### config.mk
export PLATFORM = sky130hd
export DESIGN_NAME = sweep_scheduler
export DESIGN_NICKNAME = d
export VERILOG_FILES = /design/src/rtl/sweep_scheduler.sv
export SDC_FILE = /design/constraint.sdc
export NUM_CORES = 1
export LEC_CHECK = 0
export CORE_MARGIN = 5
export CORE_UTILIZATION = 53
export CTS_BUF_LIST = sky130_fd_sc_hd__clkbuf_8
export CTS_CLUSTER_DIAMETER = 80
export CTS_CLUSTER_SIZE = 14
export DETAILED_ROUTE_END_ITERATION = 12
export PLACE_DENSITY = 0.93
export REMOVE_ABC_BUFFERS = 1
export SKIP_CTS_REPAIR_TIMING = 1
export SLEW_MARGIN = 20
export SYNTH_ARGS = -nofsm -noshare
export SYNTH_HDL_FRONTEND = slang
export SYNTH_SLANG_ARGS = --single-unit
### constraint.sdc
create_clock -name newLocClock -period 2.1 [get_ports newLocClock]
set_input_delay 0.63 -clock newLocClock [delete_from_list [all_inputs] [get_ports newLocClock]]
set_output_delay 0.63 -clock newLocClock [all_outputs]
set_load 0.01 [all_outputs]
### src/rtl/sweep_scheduler.sv
// Walks writeLoc over the grid once per accepted game tick: LOAD, SETTLE, WRITE, ADVANCE per cell.
// Outputs are Moore-decoded from state or registered; PAUSE and RUN are honoured only between cells.
module sweep_scheduler #(
    parameter int X_bits        = 8,
    parameter int Y_bits        = 7,
    parameter int X_MAX         = 159,
    parameter int Y_MAX         = 119,
    parameter int SETTLE_CYCLES = 3
) (
    input  logic              newLocClock,
    input  logic              RESET_SIM,
    input  logic              RUN,
    input  logic              PAUSE,
    input  logic              game_tick,
    output logic [X_bits-1:0] writeLoc_x,
    output logic [Y_bits-1:0] writeLoc_y,
    output logic              cache_load,
    output logic              write_flag,
    output logic              hold_locs,
    output logic              sweep_busy,
    output logic              sweep_done,
    output logic              tick_overrun,
    output logic [15:0]       sweep_count
);

    typedef enum logic [2:0] {
        IDLE    = 3'd0,
        LOAD    = 3'd1,
        SETTLE  = 3'd2,
        WRITE   = 3'd3,
        ADVANCE = 3'd4,
        PAUSED  = 3'd5
    } state_t;

    localparam int CW = (SETTLE_CYCLES > 1) ? $clog2(SETTLE_CYCLES) : 1;
    localparam logic [CW-1:0]     SETTLE_LAST = CW'((SETTLE_CYCLES > 0) ? SETTLE_CYCLES - 1 : 0);
    localparam logic [X_bits-1:0] X_LAST      = X_bits'(X_MAX);
    localparam logic [Y_bits-1:0] Y_LAST      = Y_bits'(Y_MAX);

    state_t            state;
    logic [CW-1:0]     settle_cnt;
    logic [X_bits-1:0] x_next;
    logic [Y_bits-1:0] y_next;
    logic              last_cell;

    assign last_cell = (writeLoc_x == X_LAST) && (writeLoc_y == Y_LAST);

    always_comb begin
        x_next = writeLoc_x + X_bits'(1);
        y_next = writeLoc_y;
        if (writeLoc_x == X_LAST) begin
            x_next = '0;
            y_next = writeLoc_y + Y_bits'(1);
        end
    end

    assign cache_load = (state == LOAD);
    assign write_flag = (state == WRITE);
    assign hold_locs  = (state != ADVANCE);
    assign sweep_busy = (state != IDLE);

    always_ff @(posedge newLocClock) begin
        if (RESET_SIM) begin
            state        <= IDLE;
            settle_cnt   <= '0;
            writeLoc_x   <= '0;
            writeLoc_y   <= '0;
            sweep_done   <= 1'b0;
            tick_overrun <= 1'b0;
            sweep_count  <= '0;
        end else begin
            sweep_done <= 1'b0;
            // Ticks that land mid-sweep are dropped but remembered until reset.
            if (game_tick && (state != IDLE))
                tick_overrun <= 1'b1;

            case (state)
                IDLE: begin
                    if (game_tick && RUN && !PAUSE)
                        state <= LOAD;
                end
                LOAD: begin
                    settle_cnt <= '0;
                    if (SETTLE_CYCLES > 0)
                        state <= SETTLE;
                    else
                        state <= WRITE;
                end
                SETTLE: begin
                    if (settle_cnt == SETTLE_LAST)
                        state <= WRITE;
                    else
                        settle_cnt <= settle_cnt + CW'(1);
                end
                WRITE: begin
                    state <= ADVANCE;
                end
                ADVANCE: begin
                    if (last_cell) begin
                        writeLoc_x  <= '0;
                        writeLoc_y  <= '0;
                        sweep_done  <= 1'b1;
                        sweep_count <= sweep_count + 16'd1;
                        state       <= IDLE;
                    end else if (!RUN) begin
                        writeLoc_x <= '0;
                        writeLoc_y <= '0;
                        state      <= IDLE;
                    end else begin
                        writeLoc_x <= x_next;
                        writeLoc_y <= y_next;
                        state      <= PAUSE ? PAUSED : LOAD;
                    end
                end
                PAUSED: begin
                    if (!RUN) begin
                        writeLoc_x <= '0;
                        writeLoc_y <= '0;
                        state      <= IDLE;
                    end else if (!PAUSE) begin
                        state <= LOAD;
                    end
                end
                default: state <= IDLE;
            endcase
        end
    end

endmodule

# [Word level (Yosys, flattened, before mapping)]
# Index checks and enable logic that the tools add are counted.
[word_totals] regBits=38 word_cells=63 out_inout_bits=37
[op_classes] bitwise=1 reduce_logical=15 n_addsub=4 n_mux=21 eq_ne=15
[op_table] op="2-to-1 mux 8 bit" count=4
[op_table] op="2-to-1 mux 7 bit" count=4
[op_table] op="2-to-1 mux 3 bit" count=7
[op_table] op="case mux 3 bit (6 select lines)" count=1
[op_table] op="adder 16 x 1 -> 16 bit (second input constant)" count=1
[op_table] op="case mux 8 bit (2 select lines)" count=1
[op_table] op="case mux 7 bit (2 select lines)" count=1
[op_table] op="adder 8 x 1 -> 8 bit (second input constant)" count=1
[op_table] op="equality test 8 bit (second input constant)" count=1
[op_table] op="inequality test 2 bit (second input constant)" count=4
[op_table] op="adder 7 x 1 -> 7 bit (second input constant)" count=1
[op_table] op="equality test 7 bit (second input constant)" count=1
[op_table] op="equality test 3 x 2 -> 1 bit (second input constant)" count=2
[op_table] op="equality test 3 bit (second input constant)" count=2
[op_table] op="inequality test 3 bit (second input constant)" count=2
[op_table] op="AND reduction 2 bit" count=3
[op_table] op="AND reduction 3 bit" count=2
[op_table] op="logical AND 1 bit" count=4
[op_table] op="inequality test 4 bit (second input constant)" count=1
[op_table] op="case mux 2 bit (2 select lines)" count=1
[op_table] op="nonzero test 2 bit" count=2
[op_table] op="equality test 3 x 1 -> 1 bit (second input constant)" count=1
[op_table] op="logical NOT 3 bit" count=1
[op_table] op="nonzero test 3 bit" count=1
[op_table] op="7 further kinds" count=7

# [Depth between registers and ports, before layout]
[depth] ltp_word=5 depth_mapped=7

# [Worst setup path after synthesis]
# Ideal clock, no wire load.
[synth_path] kind="in2reg" start="input port RUN" end="register writeLoc_x[7]" cell_stages=6 t_arrival_ns=1.699 setup_slack_ns=0.286 n_path_buf=2 setup_ns=0.115 cell_sequence="clkbuf_1 -> nand2_1 -> nand2_1 -> buf_2 -> o21bai_1 -> o21ba_2"
[synth_between] elab_chain_cells=3
[synth_lines] element="from (decl)" line="12" text="input logic RUN,"
[synth_lines] element="2-to-1 mux 8 bit" line="105" text="end else if (!RUN) begin"
[synth_lines] element="2-to-1 mux 8 bit" line="99" text="if (last_cell) begin"
[synth_lines] element="case mux 8 bit (2 select lines)" line="77" text="case (state)"
[synth_lines] element="to (signal assigned)" line="110" text="writeLoc_x <= x_next;"
[synth_lines] element="to (decl)" line="15" text="output logic [X_bits-1:0] writeLoc_x,"
# Parallel ways exist; a longest one is shown, timed or not.
# A chain may end at the register's enable or synchronous reset.

# [Worst setup path in the final report]
[layout_path] start="register writeLoc_x[5]" end="output port writeLoc_x[5]"
# No word-level cell between the ends.

==> results_dict.tcl <==
set metrics [dict create \
    slowest_stage "clkdlybuf4s50_1" \
    worstPathArrival_ns 1.42 \
    area_growth_pct 38.3 \
    die_w_um 71.6 \
    setup_viol_count_final 0 \
    hold_slack_ns 0.482 \
    grt_pass1_wl_um 8500 \
    cp_slowest_stage_delay_ns 0.61 \
    critPathKind "flip-flop to output port" \
    yosys_register_bits 38 \
    dieArea_mm2 0.00513 \
    drv_cap 0 \
    path_clk_slew_ns 0.07 \
    crit_required_ns 1.47 \
    tightestPinTransition_ns 0.333 \
    numCtsBuffers 5 \
    crit_fanout 8 \
    hold_path_class "flip-flop to flip-flop" \
    gp_congestion 0.941 \
    fin_crit_ns 2.05 \
    clock_sink_count 38 \
    rsz0062_at_grt "false" \
    cp-end-kind "output port" \
    dpl.hpwl_um 3490 \
    overflow 0 \
    multiInputGateArea_mm2 0.00116 \
    ir_drop_v 0.000442 \
    register_area_um2 767 \
    skew_ns 0.0136 \
    maxSlewHeadroom 0.778 \
    finalCritPeriodShare 0.975 \
    power-per-cell-area_mw_per_mm2 512 \
    synth_top_area_frac 0.378 \
    die_h_um 71.6 \
    startpoint_type "flip-flop" \
    fmax_mhz 488 \
    clock-root-buffer "clkbuf_8" \
    path_delay_family "buffers and inverters" \
    antenna_found_initial 0 \
    ys_warn_count 0 \
    fillerInstances 253 \
    core_area_mm2 0.00366 \
    first_pass_iters 5 \
    synth_cell_types 47 \
    finalSetupTns_ns 0 \
    async_flop_share 0 \
    grt_pass1_vias 1942 \
    path_cells "clkdlybuf4s50_1" \
    num_io_pins 42 \
    syn_inst 240 \
    cts_tree "done" \
    viasPerCell 5.91 \
    hold_viol_final 0 \
    drt_wl_total_um 5200 \
    final_cell_area_mm2 0.00279 \
    avgRoutedWirePerCell_um 14.8 \
    insertion_delay_ns 0.30 \
    drtIter0Drc 332 \
    utilization 0.761 \
    floorplan.initialDensity 0.550 \
    nets 313 \
    power_mw 1.43 \
    p_leak_nw 1.05 \
    placementRows 22 \
    synth_edf_count 0 \
    status "finished, final reports clean" \
    grt_max_degree 33 \
    avgSynthCellArea_um2 8.39 \
    place_area_mm2 0.00265 \
    antenna_left 0 \
    slew_viol_final 0 \
    dr_total_vias 2080 \
    synth-main-ff-cell "dfxtp_1" \
    synth_area_mm2 0.00201 \
    synth.area.top_cells "dfxtp_1 (38%), a21oi_1 (7.0%), or4_1 (4.1%)" \
    ys_seq_area_frac 0.378 \
    cp_num_buf_inv 1 \
    remaining_drc_errors 0 \
    grt_usage 0.202 \
    ctsHtreeMaxLevel 2 \
    port_buffers 41 \
    drive_gt1_frac 0.164 \
    clockBufferDepth 2 \
    num_antenna_cells 0 \
    yosys.area.top_type "dfxtp_1" \
]
==> per-layer routing <==
layer	global-route usage	part of all wire
met1	0.256	0.43
met2	0.328	0.49
met3	0.0421	0.065
met4	0.0919	0.020
met5	0	0
==> flip-flops by register name (all words and copies together) (netlist names) <==
signal        flops
writeLoc_y        7
state             3
settle_cnt        2
tick_overrun      1
writeLoc_x        8
sweep_done        1
sweep_count      16
==> synth_stat cells, types with 5 or more instances <==
| cell | number |
|---|---|
| and4_1 | 5 |
| nor2_1 | 13 |
| and3_1 | 7 |
| or4_1 | 11 |
| nor3_1 | 5 |
| clkbuf_1 | 6 |
| a21oi_1 | 28 |
| nand2_1 | 12 |
| o21ai_0 | 11 |
| dfxtp_1 | 38 |
| inv_1 | 10 |
| or3_1 | 11 |
| nand3_1 | 11 |
| o31ai_1 | 10 |
| nand4_1 | 11 |
==> cells by family after synthesis <==
| logic type | after synthesis | synth area share |
|---|---|---|
| AOI/OAI and AO/OA | 63 | 0.189 |
| xor gates and xnor gates | 5 | 0.0218 |
| adders and majority gates | 4 | 0.0249 |
| buffers and inverters | 23 | 0.0522 |
| DFF | 38 | 0.378 |
| muxes | 3 | 0.0168 |
| and+or+nand+nor | 104 | 0.318 |
==> cell usage in the layout, fill, tap and decap left out, types with 12 or more instances in the layout <==
cell	synthesis	final
a21oi_1	28	28
nand2_1	12	12
dfxtp_1	38	35
clkdlybuf4s50_1	0	37
nor2_1	13	13
buf_4	2	28
==> metrics by stage <==
stage | setup WS (ns) | cells
final | 0.0526 | 352
after floorplan | 0.126 | 227
after global placement | 0.0410 | 345
after CTS | -0.188 | 352
after detailed placement | -0.0245 | 345
after global routing | 0.0117 | 352
==> where the power goes <==
part / internal, mW / switching, mW
Sequential: 0.721 / 0.00255
Clock: 0.380 / 0.259
Combinational: 0.0299 / 0.0326
==> path summary, 6_finish.rpt <==
check	startpoint	to	slack, ns	cells past startpoint
hold reg to reg	sweep_count[15]$_SDFFE_PP0P_	sweep_count[15]$_SDFFE_PP0P_	0.48	2
hold / removal	sweep_count[15]$_SDFFE_PP0P_	sweep_count[15]$_SDFFE_PP0P_	0.48	2
setup reg to reg	writeLoc_x[1]$_SDFFE_PP0P_	writeLoc_y[4]$_SDFFE_PP0P_	0.15	7
setup / recovery	writeLoc_x[5]$_SDFFE_PP0P_	writeLoc_x[5]	0.05	1
==> layout make-up <==
class                           count  area share
Multi-Input combinational cell    179       0.416
Sequential cell                    38       0.275
Timing Repair Buffer               70       0.234
Clock buffer                        6      0.0296
Tap cell                           48      0.0216
Inverter                           10      0.0135
Clock inverter                      1      0.0108
(Power assumes the default switching activity.)
